File: src/rtl/rc4_encrypt_core.sv
// rc4_encrypt_core
//
// Single-core RC4 encryptor. It runs the key-scheduling pass over an external
// 256x8 S RAM and then the keystream generator. Each keystream byte is XORed
// with one plaintext byte to form one ciphertext byte. MSG_LEN bytes are
// produced per run.
//
// Ports:
//   clk, reset          system clock, synchronous active-high reset
//   start               level input; a run begins on its rising edge (IDLE only)
//   secret_key[23:0]    key bytes {k0, k1, k2}, latched at start
//   s_address/s_data/s_wren/s_q
//                       external S RAM port; s_q is valid the cycle after
//                       the address is applied
//   pt_data/pt_valid/pt_ready
//                       plaintext input handshake
//   ct_data/ct_index/ct_valid/ct_ready
//                       ciphertext output handshake with byte index
//   busy                run in progress
//   done                one-cycle pulse after the last ciphertext handshake
module rc4_encrypt_core #(
  parameter int MSG_LEN = 32
) (
  input  logic        clk,
  input  logic        reset,
  input  logic        start,
  input  logic [23:0] secret_key,
  output logic [7:0]  s_address,
  output logic [7:0]  s_data,
  output logic        s_wren,
  input  logic [7:0]  s_q,
  input  logic [7:0]  pt_data,
  input  logic        pt_valid,
  output logic        pt_ready,
  output logic [7:0]  ct_data,
  output logic        ct_valid,
  input  logic        ct_ready,
  output logic [7:0]  ct_index,
  output logic        busy,
  output logic        done
);

  typedef enum logic [4:0] {
    S_IDLE, S_INIT,
    K_RD_I, K_WT_I, K_RD_J, K_WT_J, K_WR_I, K_WR_J,
    P_INC, P_WT_I, P_RD_J, P_WT_J, P_WR_I, P_WR_J, P_RD_F, P_WT_F, P_PT, P_OUT,
    S_DONE
  } state_t;

  localparam logic [7:0] LAST_K = 8'(MSG_LEN - 1);

  state_t      state;
  logic        start_q;
  logic [23:0] key;
  logic [7:0]  i, j, k;
  logic [7:0]  si, sj;
  logic [1:0]  key_sel;   // i mod 3, tracked incrementally

  logic [7:0]  key_byte;
  logic [7:0]  j_ksa;
  logic [7:0]  j_prga;

  always_comb begin
    key_byte = key[23:16];
    case (key_sel)
      2'd1:    key_byte = key[15:8];
      2'd2:    key_byte = key[7:0];
      default: key_byte = key[23:16];
    endcase
    j_ksa  = j + s_q + key_byte;
    j_prga = j + s_q;
  end

  // Every RAM-facing output is registered: a value assigned in a state is
  // presented to the RAM during the following state. The RAM then returns
  // data one cycle later. This is why each read is followed by a wait state.
  always_ff @(posedge clk) begin
    if (reset) begin
      state     <= S_IDLE;
      start_q   <= 1'b0;
      key       <= '0;
      i         <= '0;
      j         <= '0;
      k         <= '0;
      si        <= '0;
      sj        <= '0;
      key_sel   <= '0;
      s_address <= '0;
      s_data    <= '0;
      s_wren    <= 1'b0;
      pt_ready  <= 1'b0;
      ct_data   <= '0;
      ct_valid  <= 1'b0;
      ct_index  <= '0;
      busy      <= 1'b0;
      done      <= 1'b0;
    end else begin
      // NOTE: state is updated with non-blocking assignments so every branch
      // sees the values from the start of the cycle. The write strobe and
      // pulses default low here and are raised only by the states that need them.
      start_q <= start;
      s_wren  <= 1'b0;
      s_data  <= '0;
      done    <= 1'b0;

      case (state)
        S_IDLE: begin
          if (start && !start_q) begin
            key   <= secret_key;
            i     <= '0;
            busy  <= 1'b1;
            state <= S_INIT;
          end
        end

        S_INIT: begin
          s_address <= i;
          s_data    <= i;
          s_wren    <= 1'b1;
          if (i == 8'hFF) begin
            i       <= '0;
            j       <= '0;
            key_sel <= '0;
            state   <= K_RD_I;
          end else begin
            i <= i + 8'd1;
          end
        end

        K_RD_I: begin
          s_address <= i;
          state     <= K_WT_I;
        end
        K_WT_I: state <= K_RD_J;
        K_RD_J: begin
          si        <= s_q;
          j         <= j_ksa;
          s_address <= j_ksa;
          state     <= K_WT_J;
        end
        K_WT_J: state <= K_WR_I;
        K_WR_I: begin
          sj        <= s_q;
          s_address <= i;
          s_data    <= s_q;
          s_wren    <= 1'b1;
          state     <= K_WR_J;
        end
        K_WR_J: begin
          // When i == j the two writes land on the same cell with the same
          // value, so S is left unchanged without any special case.
          s_address <= j;
          s_data    <= si;
          s_wren    <= 1'b1;
          if (i == 8'hFF) begin
            i     <= '0;
            j     <= '0;
            k     <= '0;
            state <= P_INC;
          end else begin
            i       <= i + 8'd1;
            key_sel <= (key_sel == 2'd2) ? 2'd0 : key_sel + 2'd1;
            state   <= K_RD_I;
          end
        end

        P_INC: begin
          i         <= i + 8'd1;
          s_address <= i + 8'd1;
          state     <= P_WT_I;
        end
        P_WT_I: state <= P_RD_J;
        P_RD_J: begin
          si        <= s_q;
          j         <= j_prga;
          s_address <= j_prga;
          state     <= P_WT_J;
        end
        P_WT_J: state <= P_WR_I;
        P_WR_I: begin
          sj        <= s_q;
          s_address <= i;
          s_data    <= s_q;
          s_wren    <= 1'b1;
          state     <= P_WR_J;
        end
        P_WR_J: begin
          s_address <= j;
          s_data    <= si;
          s_wren    <= 1'b1;
          state     <= P_RD_F;
        end
        P_RD_F: begin
          s_address <= si + sj;
          state     <= P_WT_F;
        end
        P_WT_F: begin
          pt_ready <= 1'b1;
          state    <= P_PT;
        end
        P_PT: begin
          // The keystream address is held and nothing is written, so s_q
          // keeps returning f for as long as the plaintext wait lasts.
          if (pt_valid) begin
            ct_data  <= pt_data ^ s_q;
            ct_index <= k;
            pt_ready <= 1'b0;
            ct_valid <= 1'b1;
            state    <= P_OUT;
          end
        end
        P_OUT: begin
          if (ct_ready) begin
            ct_valid <= 1'b0;
            ct_data  <= '0;
            ct_index <= '0;
            if (k == LAST_K) begin
              busy      <= 1'b0;
              done      <= 1'b1;
              s_address <= '0;
              state     <= S_DONE;
            end else begin
              k     <= k + 8'd1;
              state <= P_INC;
            end
          end
        end

        S_DONE:  state <= S_IDLE;
        default: state <= S_IDLE;
      endcase
    end
  end

endmodule

File: config.mk
export PLATFORM = sky130hd
export DESIGN_NAME = rc4_encrypt_core
export DESIGN_NICKNAME = d
export VERILOG_FILES = /design/src/rtl/rc4_encrypt_core.sv
export SDC_FILE = /design/constraint.sdc
export NUM_CORES = 1
export LEC_CHECK = 0
export BUFFER_PORTS_ARGS = -buffer_cell sky130_fd_sc_hd__buf_2
export CORE_ASPECT_RATIO = 1.4
export CORE_MARGIN = 3
export CORE_UTILIZATION = 42
export CTS_CLUSTER_DIAMETER = 120
export DETAILED_ROUTE_END_ITERATION = 10
export HOLD_SLACK_MARGIN = 0.03
export PLACE_DENSITY = 0.63
export SLEW_MARGIN = 20
export SYNTH_ARGS = -nofsm -noshare
export SYNTH_HDL_FRONTEND = slang
export SYNTH_SLANG_ARGS = --single-unit
File: constraint.sdc
create_clock -name clk -period 8.59 [get_ports clk]
set_input_delay 1.718 -clock clk [delete_from_list [all_inputs] [get_ports clk]]
set_output_delay 1.718 -clock clk [all_outputs]
set_load 0.02 [all_outputs]
### Word-level counts from Yosys, hierarchy flattened

Cells that the tools add are included.

* logic and storage cells: 125
* memory bits (writable): 0
* output and inout port bits: 37
* input port bits: 45
* bits in read-only memories: 0
* flip-flop bits (word level): 109
* bits in latches: 0
* memories kept: 0

* divide/modulo/power cells: 0
* multiply operators: 0
* reductions and logical operators: 28
* eq/ne operators: 30
* add/subtract/negate cells: 6
* shift-type cells: 0
* magnitude comparators: 0
* bitwise operators: 3
* multiplexer cells: 40

Operators with widths (number)
* $pmux 5 s18: 1
* $mux 8: 10
* $pmux 8 s3: 3
* $pmux 8 s2: 4
* $pmux 8 s7: 1
* $eq 5x4->1 const B: 8
* $mux 5: 5
* $add 8x8->8: 3
* $eq 5x3->1 const B: 4
* $add 8x1->8 const B: 2
* $ne 2x2->1 const B: 8
* $reduce_and 4->1: 3
* $eq 5x2->1 const B: 2
* $eq 5x5->1 const B: 2
* $reduce_bool 2->1: 5
* $reduce_and 3->1: 3
* $eq 8x5->1 const B: 1
* $eq 8x8->1 const B: 1
* $mux 1: 8
* $reduce_and 2->1: 4
* $reduce_or 2->1: 4
* $xor 8x8->8: 1
* $reduce_bool 7->1: 1
* $mux 2: 3
* other kinds (16): 20

### Longest topological paths before layout

Gate-level depths: netlist of run 1.

* depth in word-level cells: 4
* gate-level depth with buffers: 14
* depth with buffers taken out: 14

### Worst setup path after synthesis of run 1

Ideal clock, no wire load.

* path type: input to register
* from: in s_q[0]
* to: reg j[7]
* path slack: 4.260 ns
* required time: 8.504 ns
* stages on the path: 14
* path buffers: 0
* library setup time: 0.086 ns
* arrival: 4.245 ns
* cell sequence: ha_1 inv_1 fa_1 nand2b_1 a21oi_1 xor2_1 ha_1 a21oi_1 o21bai_1 a21oi_1 o21ai_0 xor2_1 a21oi_1 a211oi_1

* word-level cells in the longest chain between the ends: 3

RTL lines
* from (decl): line 31 `input logic [7:0] s_q,`
* $add 8x8->8 (*): line 70, 71
* $add 8x8->8: line 70 `j_ksa = j + s_q + key_byte;`
* $pmux 8 s3 (*): line 106 `case (state)`
* to (signal assigned): line 137 `j <= j_ksa;`
* to (signal assigned): line 175 `j <= j_prga;`
* to (decl): line 55 `logic [7:0] i, j, k;`

Mark *: on every way between the ends. The rest lies on a longest branch, timed or not.
A chain may end at the register's enable or synchronous reset.

### Worst setup path after layout of run 1

Ends and elaborated chain as after synthesis.

==> qor.yml, run 1 <==
status: "completed"
cp_top_family: "compound AO/OA/AOI/OAI gates"
synth_cell_types: 73
drt-initial-drc-count: 350
design.core.area_um2: 13600
fmax_ghz: 0.213
skew_ns: 0.00941
first_pass_iters: 5
holdWs_ns: 0.455
path_max_fanout: 5
area_growth_pct: 13.5
async_flop_share: 0
holdPathEnd: "key[3]"
worst_slack_ns: 3.91
drcViolationCount: 0
synth_ff_type: "dfxtp_1"
synth.area.top_cells: "dfxtp_1, a21oi_1, nand2_1, ha_1, nor2_1"
fin_area_um2: 6760
hold_path_class: "flop to flop"
antenna_found_initial: 0
post_cts_buffers: 0
timing.final.hold_violations: 0
ir_drop_mv: 0.115
setup_tns_ns: 0
syn_inst: 742
io_pins: 82
timing.final.crit_share: 0.545
clock_path_buffers: 2
period_minus_slack_ns: 4.68
hpwl_um: 12300
htree_levels: 3
synth_top_area_cell: "dfxtp_1"
finalMaxSlewViolations: 0
finalWirelength_um: 16400
grt_pass1_wl_um: 27200
worstHoldPathCells: 2
yosys_register_bits: 109
ctsRootBufferMaster: "clkbuf_16"
tritoncts: "yes"
rsz0062_at_grt: "false"
cts_buffers: 9
cp-end-kind: "flop"
avgSynthCellArea_um2: 8.03
cts_resized: 0
maxSlewHeadroom: 0.263
pre_cts_ws_ns: 3.59
track_usage: 0.211
gp_congestion: 0.905
cp_cell_sequence: "buf_2 -> ha_1 -> inv_1 -> fa_1 -> nand2b_1 -> a21oi_1 -> xor2_1 -> ha_1 -> a21oi_1 -> o21bai_1 -> a21oi_1 -> o21ai_0 -> xor2_1 -> a21oi_1 -> a211oi_1"
cp.required_ns: 8.85
viasPerCell: 5.68
fin_nets: 872
die_area_um2: 15700
worst_slew_pin_slew_ns: 1.10
ys_seq_area_frac: 0.366
syn_nets: 816
placed_cell_area_um2: 6440
rows: 50
p_leak_uw: 0.00271
ys_warn_count: 0
r2r_start: "j[0]"
grt-ovfl-total: 0
die_h_um: 147
vias: 5598
synth_area_um2: 5960
rr_endpoint: "j[7]"
yosysTopAreaCellShare: 0.366
ff2ff_setup_slack_ns: 5.05
arrival_ns: 4.95
wire_per_inst_um: 16.7
ant_nets: 0
crit_buf_inv: 2
setup_viol: 0
grt_max_degree: 89
r2r_cells: 14
drive_gt1_frac: 0.144
final_cell_mix: "dfxtp_1, nand2_1, a21oi_1, nor2_1, buf_2"
dieWidth_um: 107
ctsHoldBuffers: 0
slowest_delay_ns: 0.40
clock_latency_ns: 0.35
p_total_uw: 1430
path_common_cell: "a21oi_1"
worst_path_max_delay_cell: "fa_1"
port_buffers: 81
antennaDiodeCount: 0
synth_edf_count: 0
initial_core_util: 0.437
hold_start: "key[3]"
clock_sinks: 109
final_common_cell: "dfxtp_1"
grt_pass1_vias: 5502
clk_pin_slew_ns: 0.08
critPathLaunchType: "input pin"
maxCapViolations: 0
power.density_nw_per_um2: 212
path_class: "input pin to flop"
## how the worst max path moves through the flow
stage                      start            to  slack (ns)  cells past startpoint
after global placement    s_q[0]  s_address[7]        3.75                     15
after detailed placement  s_q[0]          j[7]        3.59                     15
after global routing      s_q[0]  s_address[7]        3.70                     15
final                     s_q[0]          j[7]        3.91                     15
after CTS                 s_q[0]          j[7]        3.94                     15
after floorplan           s_q[0]          j[7]        4.26                     14
## worst register-to-register path, delay by kind of cell (launching register included)
| kind | cells | cell delay, ns |
|---|---|---|
| AOI/OAI and AO/OA | 7 | 1.25 |
| xor gates and xnor gates | 2 | 0.60 |
| adders and majority gates | 3 | 0.99 |
| buffers and inverters | 1 | 0.08 |
| DFF | 1 | 0.37 |
| and+or+nand+nor | 1 | 0.17 |
## Yosys cell counts, types with 9 or more instances
cell / count
a211oi_1: 15
a21o_1: 9
a21oi_1: 85
a22oi_1: 37
buf_2: 14
clkbuf_1: 19
dfxtp_1: 109
ha_1: 26
inv_1: 20
nand2_1: 100
nand2b_1: 9
nand3_1: 14
nor2_1: 82
nor3_1: 16
o21ai_0: 35
xnor2_1: 19
xor2_1: 16
## per-stage QoR
step	util	std cells
3_5_place_dp	0.472	969
2_1_floorplan	-	742
6_report	0.496	985
5_1_grt	0.496	985
3_3_place_gp	0.472	969
4_1_cts	0.496	985
## registers in the layout (all words and copies together), names as in the netlist, 5 cells and up
register / count
si: 8
state: 5
j: 8
key: 24
s_address: 8
k: 8
ct_index: 8
sj: 8
s_data: 8
ct_data: 8
i: 8
## cell type report
cell class | instances | area, um2
flip-flops and latches | 109 | 2180
fillers | 1374 | 6880
clock inverters | 6 | 95.1
clock buffers | 10 | 229
well taps | 182 | 228
repair buffers | 84 | 428
multi-input cells | 573 | 3520
inverters | 21 | 78.8
## report_power, final
group | total, uW | internal (uW) | switching (uW) | leakage, uW
combinational | 395 | 143 | 252 | 0.00168
clock | 452 | 258 | 193 | 0.000151
sequential | 587 | 546 | 41.2 | 0.000883
## routing by layer
metal,GRT usage,vias to the layer above,routed length (um)
met2,0.371,190,8280
met5,0,-,0
met4,0.0742,0,346
met1,0.256,2624,6950
li1,-,2756,-
met3,0.0378,28,832
## cells by family (layout without fill, tap and decap cells)
logic type,after synthesis,after routing,share of synthesized area
AND/OR/NAND/NOR,268,268,0.205
AO/OA/AOI/OAI,229,229,0.245
adder cells (fa/ha/maj),29,29,0.0647
multiplexers,10,10,0.0176
buffers and inverters,60,121,0.0428
XOR/XNOR,37,37,0.0594
flip-flops,109,109,0.366
(Power assumes the default switching activity.)
==> inputs of run 2 (changes only) <==
--- a/config.mk
+++ b/config.mk
@@ -5,6 +5,7 @@
 export SDC_FILE = /design/constraint.sdc
 export NUM_CORES = 1
 export LEC_CHECK = 0
+export ABC_AREA = 1
 export BUFFER_PORTS_ARGS = -buffer_cell sky130_fd_sc_hd__buf_2
 export CORE_ASPECT_RATIO = 1.4
 export CORE_MARGIN = 3
==> constraint.sdc (replaced) <==
create_clock -name clk -period 4.6 [get_ports clk]
set_input_delay 0.92 -clock clk [delete_from_list [all_inputs] [get_ports clk]]
set_output_delay 0.92 -clock clk [all_outputs]
set_load 0.02 [all_outputs]
==> qor.yml, run 2 <==
status: "completed"  # unchanged
htree_levels: 3  # unchanged
vias: 5875  # was 5598
ff2ff_setup_slack_ns: 1.57  # was 5.05 ns
rsz0062_at_grt: "false"  # unchanged
yosys_register_bits: 109  # unchanged
fin_util: 0.494  # was 0.496
io_pins: 82  # unchanged
synth_cell_types: 47  # was 73
path_max_fanout: 4  # was 5
design.core.area_um2: 14000  # was 13600 um2
post_cts_buffers: 0  # unchanged
startpoint: "s_q[0]"  # unchanged
p_int_uw: 2000  # was 948 uW
synth_top_area_cell: "dfxtp_1"  # unchanged
die_h_um: 148  # was 147 um
yosysMostFrequentCell: "nand2_1"  # was dfxtp_1
p_leak_uw: 0.00332  # was 0.00271 uW
ir_drop_mv: 0.190  # was 0.115 mV
finalMaxSlewViolations: 0  # unchanged
first_pass_iters: 5  # unchanged
ys_seq_area_frac: 0.360  # was 0.366
swShare: 0.394  # was 0.339
cts_buffers: 9  # unchanged
ctsHoldBuffers: 0  # unchanged
timing.final.crit_share: 0.698
drcViolationCount: 0  # unchanged
antennaDiodeCount: 0  # unchanged
holdWs_ns: 0.460  # was 0.455 ns
hold_path_class: "flop to flop"  # unchanged
track_usage: 0.213  # was 0.211
ant_nets: 0  # unchanged
slowest_delay_ns: 0.40  # about the same
final_common_cell: "nand2_1"  # was dfxtp_1
antenna_found_initial: 0  # unchanged
p_total_uw: 3310  # was 1430 uW
cp.required_ns: 4.82  # was 8.85 ns
synthTopCellsByCount: "nand2_1, dfxtp_1, inv_1"  # was dfxtp_1, nand2_1, a21oi_1
wire_per_inst_um: 14.5  # was 16.7 um
initial_core_util: 0.432  # was 0.437
drt-initial-drc-count: 314  # was 350
synth_ff_type: "dfxtp_1"  # unchanged
cp-endpoint: "s_address[7]"  # was j[7]
syn_nets: 963  # was 816
seqCellArea_um2: 2180  # unchanged
avgSynthCellArea_um2: 6.81  # was 8.03 um2
ctsRootBufferMaster: "clkbuf_16"  # unchanged
worst_path_max_delay_cell: "fa_1"  # unchanged
pwr-share-seq: 0.351  # was 0.409
grt-ovfl-total: 0  # unchanged
nFillCells: 1538  # was 1374
path_class: "input pin to flop"  # unchanged
finalWirelength_um: 16700  # was 16400 um
gp_congestion: 0.957  # was 0.905
ys_warn_count: 0  # unchanged
synth.area.top_cells: "dfxtp_1, nand2_1, inv_1, a21oi_1, nor2_1"  # was dfxtp_1, a21oi_1, nand2_1, ha_1, nor2_1
cp_cell_sequence: "buf_2 -> ha_1 -> inv_1 -> fa_1 -> inv_1 -> nand2_1 -> nand2_1 -> nand2_1 -> nand2_1 -> nand2_1 -> ha_1 -> a21oi_1 -> nor2_1 -> a211oi_1 -> nand2_1 -> nand2_1 -> nand3_1 -> nand2_1 -> a21oi_1"  # was buf_2 -> ha_1 -> inv_1 -> fa_1 -> nand2b_1 -> a21oi_1 -> xor2_1 -> ha_1 -> a21oi_1 -> o21bai_1 -> a21oi_1 -> o21ai_0 -> xor2_1 -> a21oi_1 -> a211oi_1
setup_viol: 0  # unchanged
area_growth_pct: 14.4  # was 13.5%
maxCapViolations: 0  # unchanged
period_minus_slack_ns: 3.21
crit_buf_inv: 3  # was 2
skew_ns: 0.00792  # was 0.00941 ns
rr_endpoint: "j[6]"  # was j[7]
power.density_nw_per_um2: 477  # was 212 nW/um2
clock_sinks: 109  # unchanged
synth_edf_count: 0  # unchanged
p_comb_frac: 0.394  # was 0.276
power_frac_clock: 0.255  # was 0.315
yosysTopAreaCellShare: 0.360  # was 0.366
grt_max_degree: 50  # was 89
synth_area_um2: 6060  # was 5960 um2
worst_slew_pin_slew_ns: 0.776  # was 1.10 ns
async_flop_share: 0  # unchanged
r2r_cells: 17  # was 14
cp-end-kind: "flop"  # unchanged
fin_nets: 1034  # was 872
drive_gt1_frac: 0.138  # was 0.144
tritoncts: "yes"  # unchanged
clock_latency_ns: 0.35  # about the same
cp.depth: 19  # was 15
setup_tns_ns: 0  # unchanged
rows: 51  # was 50
worstHoldPathCells: 2  # unchanged
syn_inst: 889  # was 742
maxSlewHeadroom: 0.481  # was 0.263
die_area_um2: 15900  # was 15700 um2
clock_path_buffers: 2  # unchanged
grt_pass1_vias: 5568  # was 5502
grt_pass1_wl_um: 27200  # about the same
final_cell_mix: "nand2_1, dfxtp_1, inv_1, nor2_1, buf_2"  # was dfxtp_1, nand2_1, a21oi_1, nor2_1, buf_2
fmax_ghz: 0.311
p_switching_uw: 1300  # was 486 uW
cp_top_family: "adder cells"  # was compound AO/OA/AOI/OAI gates
viasPerCell: 5.11  # was 5.68
largest_register_ffs: 24  # unchanged
critPathLaunchType: "input pin"  # unchanged
path_common_cell: "nand2_1"  # was a21oi_1
cts_resized: 0  # unchanged
port_buffers: 81  # unchanged
dieWidth_um: 108  # was 107 um
clk_pin_slew_ns: 0.07  # was 0.08 ns
hpwl_um: 12800  # was 12300 um
registers.top_by_ff_count: "key"  # unchanged
timing.final.hold_violations: 0  # unchanged
r2r_start: "key_sel[1]"  # was j[0]
arrival_ns: 3.43  # was 4.95 ns
multiInputGateArea_um2: 3340  # was 3520 um2
-- run 2: cell types whose count changed after synthesis, moves of 12 or more --
cell and change:
nand2_1 +114, inv_1 +85, nand3_1 +38, a22oi_1 -34, o21ai_0 +20, xnor2_1 -16
nor2_1 +12
-- run 2: power by group through the flow --
stage	registers [uW]	clock network, uW	logic [uW]
2_1_floorplan	1200	0	935
3_3_place_gp	1180	0	1280
3_5_place_dp	1180	0	1290
4_1_cts	1160	862	1300
5_1_grt	1180	901	1480
6_report	1160	843	1300
-- run 2: stage by stage --
stage,instances,instance area [um2],setup slack [ns]
2_1_floorplan,889,6060,1.54
3_3_place_gp,1134,6620,1.15
3_5_place_dp,1134,6620,1.09
4_1_cts,1150,6930,1.46
5_1_grt,1150,6930,1.25
6_report,1150,6930,1.39
-- run 2: logic make-up (layout without fill, tap and decap cells) --
kind of cell	Yosys count	after routing	synth area share
buf+inv	141	217	0.0890
simple gates	408	408	0.287
xor+xnor	18	18	0.0260
fa+ha+maj	29	29	0.0636
compound gates	184	184	0.174
flops	109	109	0.360
-- run 2: layout make-up --
class / instances / share of cell area
sequential: 109 / 0.315
multi-input combinational: 639 / 0.481
tap: 185 / 0.0334
clock inverter: 5 / 0.0119
timing repair buffer: 83 / 0.0606
inverter: 118 / 0.0643
clock buffer: 11 / 0.0336
-- run 2: tightest hold or removal path: stages, from the launching register on --
cell and delay, ns:
dfxtp_1 0.31, nand2_1 0.06, a21oi_1 0.05
-- run 2: how the worst min path moves through the flow --
stage                  from            to  slack [ns]
6_report        ct_index[3]   ct_index[3]        0.46
5_1_grt        s_address[7]  s_address[7]        0.49
4_1_cts          ct_data[2]    ct_data[2]        0.46
3_5_place_dp     ct_data[2]    ct_data[2]        0.45
3_3_place_gp    ct_index[4]   ct_index[4]        0.45
2_1_floorplan         sj[0]         sj[0]        0.44
-- run 2: metal layers --
| metal | part of all wire | vias to the layer above | wire [um] | track usage |
|---|---|---|---|---|
| met4 | 0.026 | 0 | 430 | 0.0714 |
| li1 | - | 3051 | - | - |
| met5 | 0 | - | 0 | 0 |
| met3 | 0.039 | 31 | 653 | 0.0291 |
| met2 | 0.51 | 155 | 8480 | 0.389 |
| met1 | 0.43 | 2638 | 7110 | 0.253 |
==> inputs of run 3 (changes only) <==
--- a/config.mk
+++ b/config.mk
@@ -13,7 +13,7 @@
 export CTS_CLUSTER_DIAMETER = 120
 export DETAILED_ROUTE_END_ITERATION = 10
 export HOLD_SLACK_MARGIN = 0.03
-export PLACE_DENSITY = 0.63
+export PLACE_DENSITY = 0.66
 export SLEW_MARGIN = 20
 export SYNTH_ARGS = -nofsm -noshare
 export SYNTH_HDL_FRONTEND = slang
==> constraint.sdc (replaced) <==
create_clock -name clk -period 2.6 [get_ports clk]
set_input_delay 0.52 -clock clk [delete_from_list [all_inputs] [get_ports clk]]
set_output_delay 0.52 -clock clk [all_outputs]
set_load 0.02 [all_outputs]
==> qor.yml, run 3 (synthesis gave the netlist of run 2 again) <==
status: "completed"  # unchanged
maxSlewHeadroom: 0.484  # was 0.481
fmax_ghz: 0.403
ir_drop_mv: 0.455  # was 0.190 mV
timing.final.hold_violations: 0  # unchanged
htree_levels: 3  # unchanged
power.density_nw_per_um2: 865  # was 477 nW/um2
seqCellArea_um2: 2190  # was 2180 um2
finalMaxSlewViolations: 0  # unchanged
finalWirelength_um: 17200  # was 16700 um
io_pins: 82  # unchanged
nFillCells: 1441  # was 1538
worst_slack_ns: 0.118  # was 1.39 ns
path_class: "flop to flop"  # was input pin to flop
largest_register_ffs: 24  # unchanged
cp-end-kind: "flop"  # unchanged
hold_path_class: "input pin to flop"  # was flop to flop
track_usage: 0.211  # was 0.213
pre_cts_ws_ns: -0.293  # was 1.09 ns
design.core.area_um2: 14000  # unchanged
area_growth_pct: 22.5  # was 14.4%
grt-ovfl-total: 0  # unchanged
clk_pin_slew_ns: 0.07  # about the same
antenna_found_initial: 0  # unchanged
dpl.cell_count: 1171  # was 1134
drt-initial-drc-count: 247  # was 314
grt_max_degree: 57  # was 50
period_minus_slack_ns: 2.48
antennaDiodeCount: 0  # unchanged
final_common_cell: "nand2_1"  # unchanged
clock_latency_ns: 0.35  # about the same
die_h_um: 148  # unchanged
arrival_ns: 2.70  # was 3.43 ns
registers.top_by_ff_count: "key"  # unchanged
tritoncts: "yes"  # unchanged
drive_gt1_frac: 0.215  # was 0.138
initial_core_util: 0.432  # unchanged
maxCapViolations: 0  # unchanged
die_area_um2: 15900  # unchanged
fin_nets: 1073  # was 1034
critPathLaunchType: "flop"  # was input pin
cts_buffers: 9  # unchanged
viasPerCell: 5.13  # was 5.11
first_pass_iters: 5  # unchanged
gp_congestion: 0.933  # was 0.957
vias: 6097  # was 5875
ff2ff_setup_slack_ns: 0.12  # was 1.57 ns
port_buffers: 81  # unchanged
p_leak_uw: 0.00352  # was 0.00332 uW
skew_ns: 0.00882  # was 0.00792 ns
timing.final.crit_share: 0.955
hpwl_um: 13000  # was 12800 um
setup_tns_ns: 0  # unchanged
drcViolationCount: 0  # unchanged
dieWidth_um: 108  # unchanged
multiInputGateArea_um2: 3530  # was 3340 um2
grt_pass1_wl_um: 27000  # was 27200 um
wire_per_inst_um: 14.5  # about the same
ctsRootBufferMaster: "clkbuf_16"  # unchanged
final_cell_count_no_fill: 1189  # was 1150
ant_nets: 0  # unchanged
rows: 51  # unchanged
cp.required_ns: 2.81  # was 4.82 ns
clock_sinks: 109  # unchanged
grt_pass1_vias: 5737  # was 5568
ctsHoldBuffers: 0  # unchanged
setup_viol: 0  # unchanged
worst_slew_pin_slew_ns: 0.775  # was 0.776 ns
final_cell_mix: "nand2_1, dfxtp_1, inv_1, nor2_1, buf_2"  # unchanged
clock_path_buffers: 2  # unchanged
path_max_fanout: 3  # was 4
==> run 3: cell count changes in the layout (fill, tap and decap cells not counted), moves of 6 or more <==
cell	delta
buf_4	+38
ha_1	-9
ha_4	+7
inv_1	-6
inv_2	+6
nand2_1	-8
nand2_2	+8
==> run 3: metal layers <==
layer  vias to the layer above  global-route usage  routed length (um)
met5                         -                   0                   0
met4                         0              0.0985                 512
met3                        28              0.0282                 647
met2                       148               0.383                8720
met1                      2781               0.242                7310
li1                       3140                   -                   -
==> run 3: repair_timing <==
action | CTS | global route
gates resized for setup | 8 | 40
pin swaps | 0 | 20
setup endpoints to repair | 9 | 11
setup buffers | 0 | 2
==> run 3: final cells by class <==
| type | instances | area share |
|---|---|---|
| multi-input combinational | 639 | 0.476 |
| clock inverter | 5 | 0.00776 |
| inverter | 118 | 0.0600 |
| tap | 185 | 0.0312 |
| clock buffer | 11 | 0.0341 |
| timing repair buffer | 122 | 0.0966 |
| sequential | 109 | 0.295 |
==> run 3: critical path, cell delays in order, from the launching register on <==
cell and delay [ns]:
dfxtp_2 0.35, ha_4 0.13, inv_1 0.05, fa_2 0.39
inv_2 0.08, nand2_2 0.05, nand2_2 0.08, nand2_2 0.07
nand2_2 0.08, nand2_2 0.07, ha_4 0.22, a21oi_4 0.14
nor2_2 0.06, a211oi_2 0.23, nand2_1 0.08, nand2_1 0.08
nand3_1 0.06, nand2_1 0.07, a21oi_1 0.05
==> run 3: report_power, final <==
part | switching (uW) | internal [uW] | total, uW | leakage, uW
Combinational | 1740 | 1180 | 2920 | 0.00248
Clock | 635 | 803 | 1440 | 0.000156
Sequential | 156 | 1900 | 2060 | 0.000888
==> run 3: metrics by stage <==
| step | instance area, um2 | utilization | power, uW | hold slack, ns |
|---|---|---|---|---|
| after global placement | 6900 | 0.492 | 4630 | 0.446 |
| after detailed placement | 6900 | 0.492 | 4650 | 0.450 |
| after CTS | 7240 | 0.516 | 6150 | 0.384 |
| after global routing | 7420 | 0.529 | 6830 | 0.398 |
| final | 7420 | 0.529 | 6420 | 0.393 |
| after floorplan | 6070 | - | 3800 | 0.445 |
==> run 3: final timing paths <==
path                   start           end  depth (start not counted)
setup reg to reg        j[0]  s_address[7]                         18
setup / recovery        j[0]  s_address[7]                         18
hold reg to reg   ct_data[4]    ct_data[4]                          2
hold / removal         start       start_q                          3
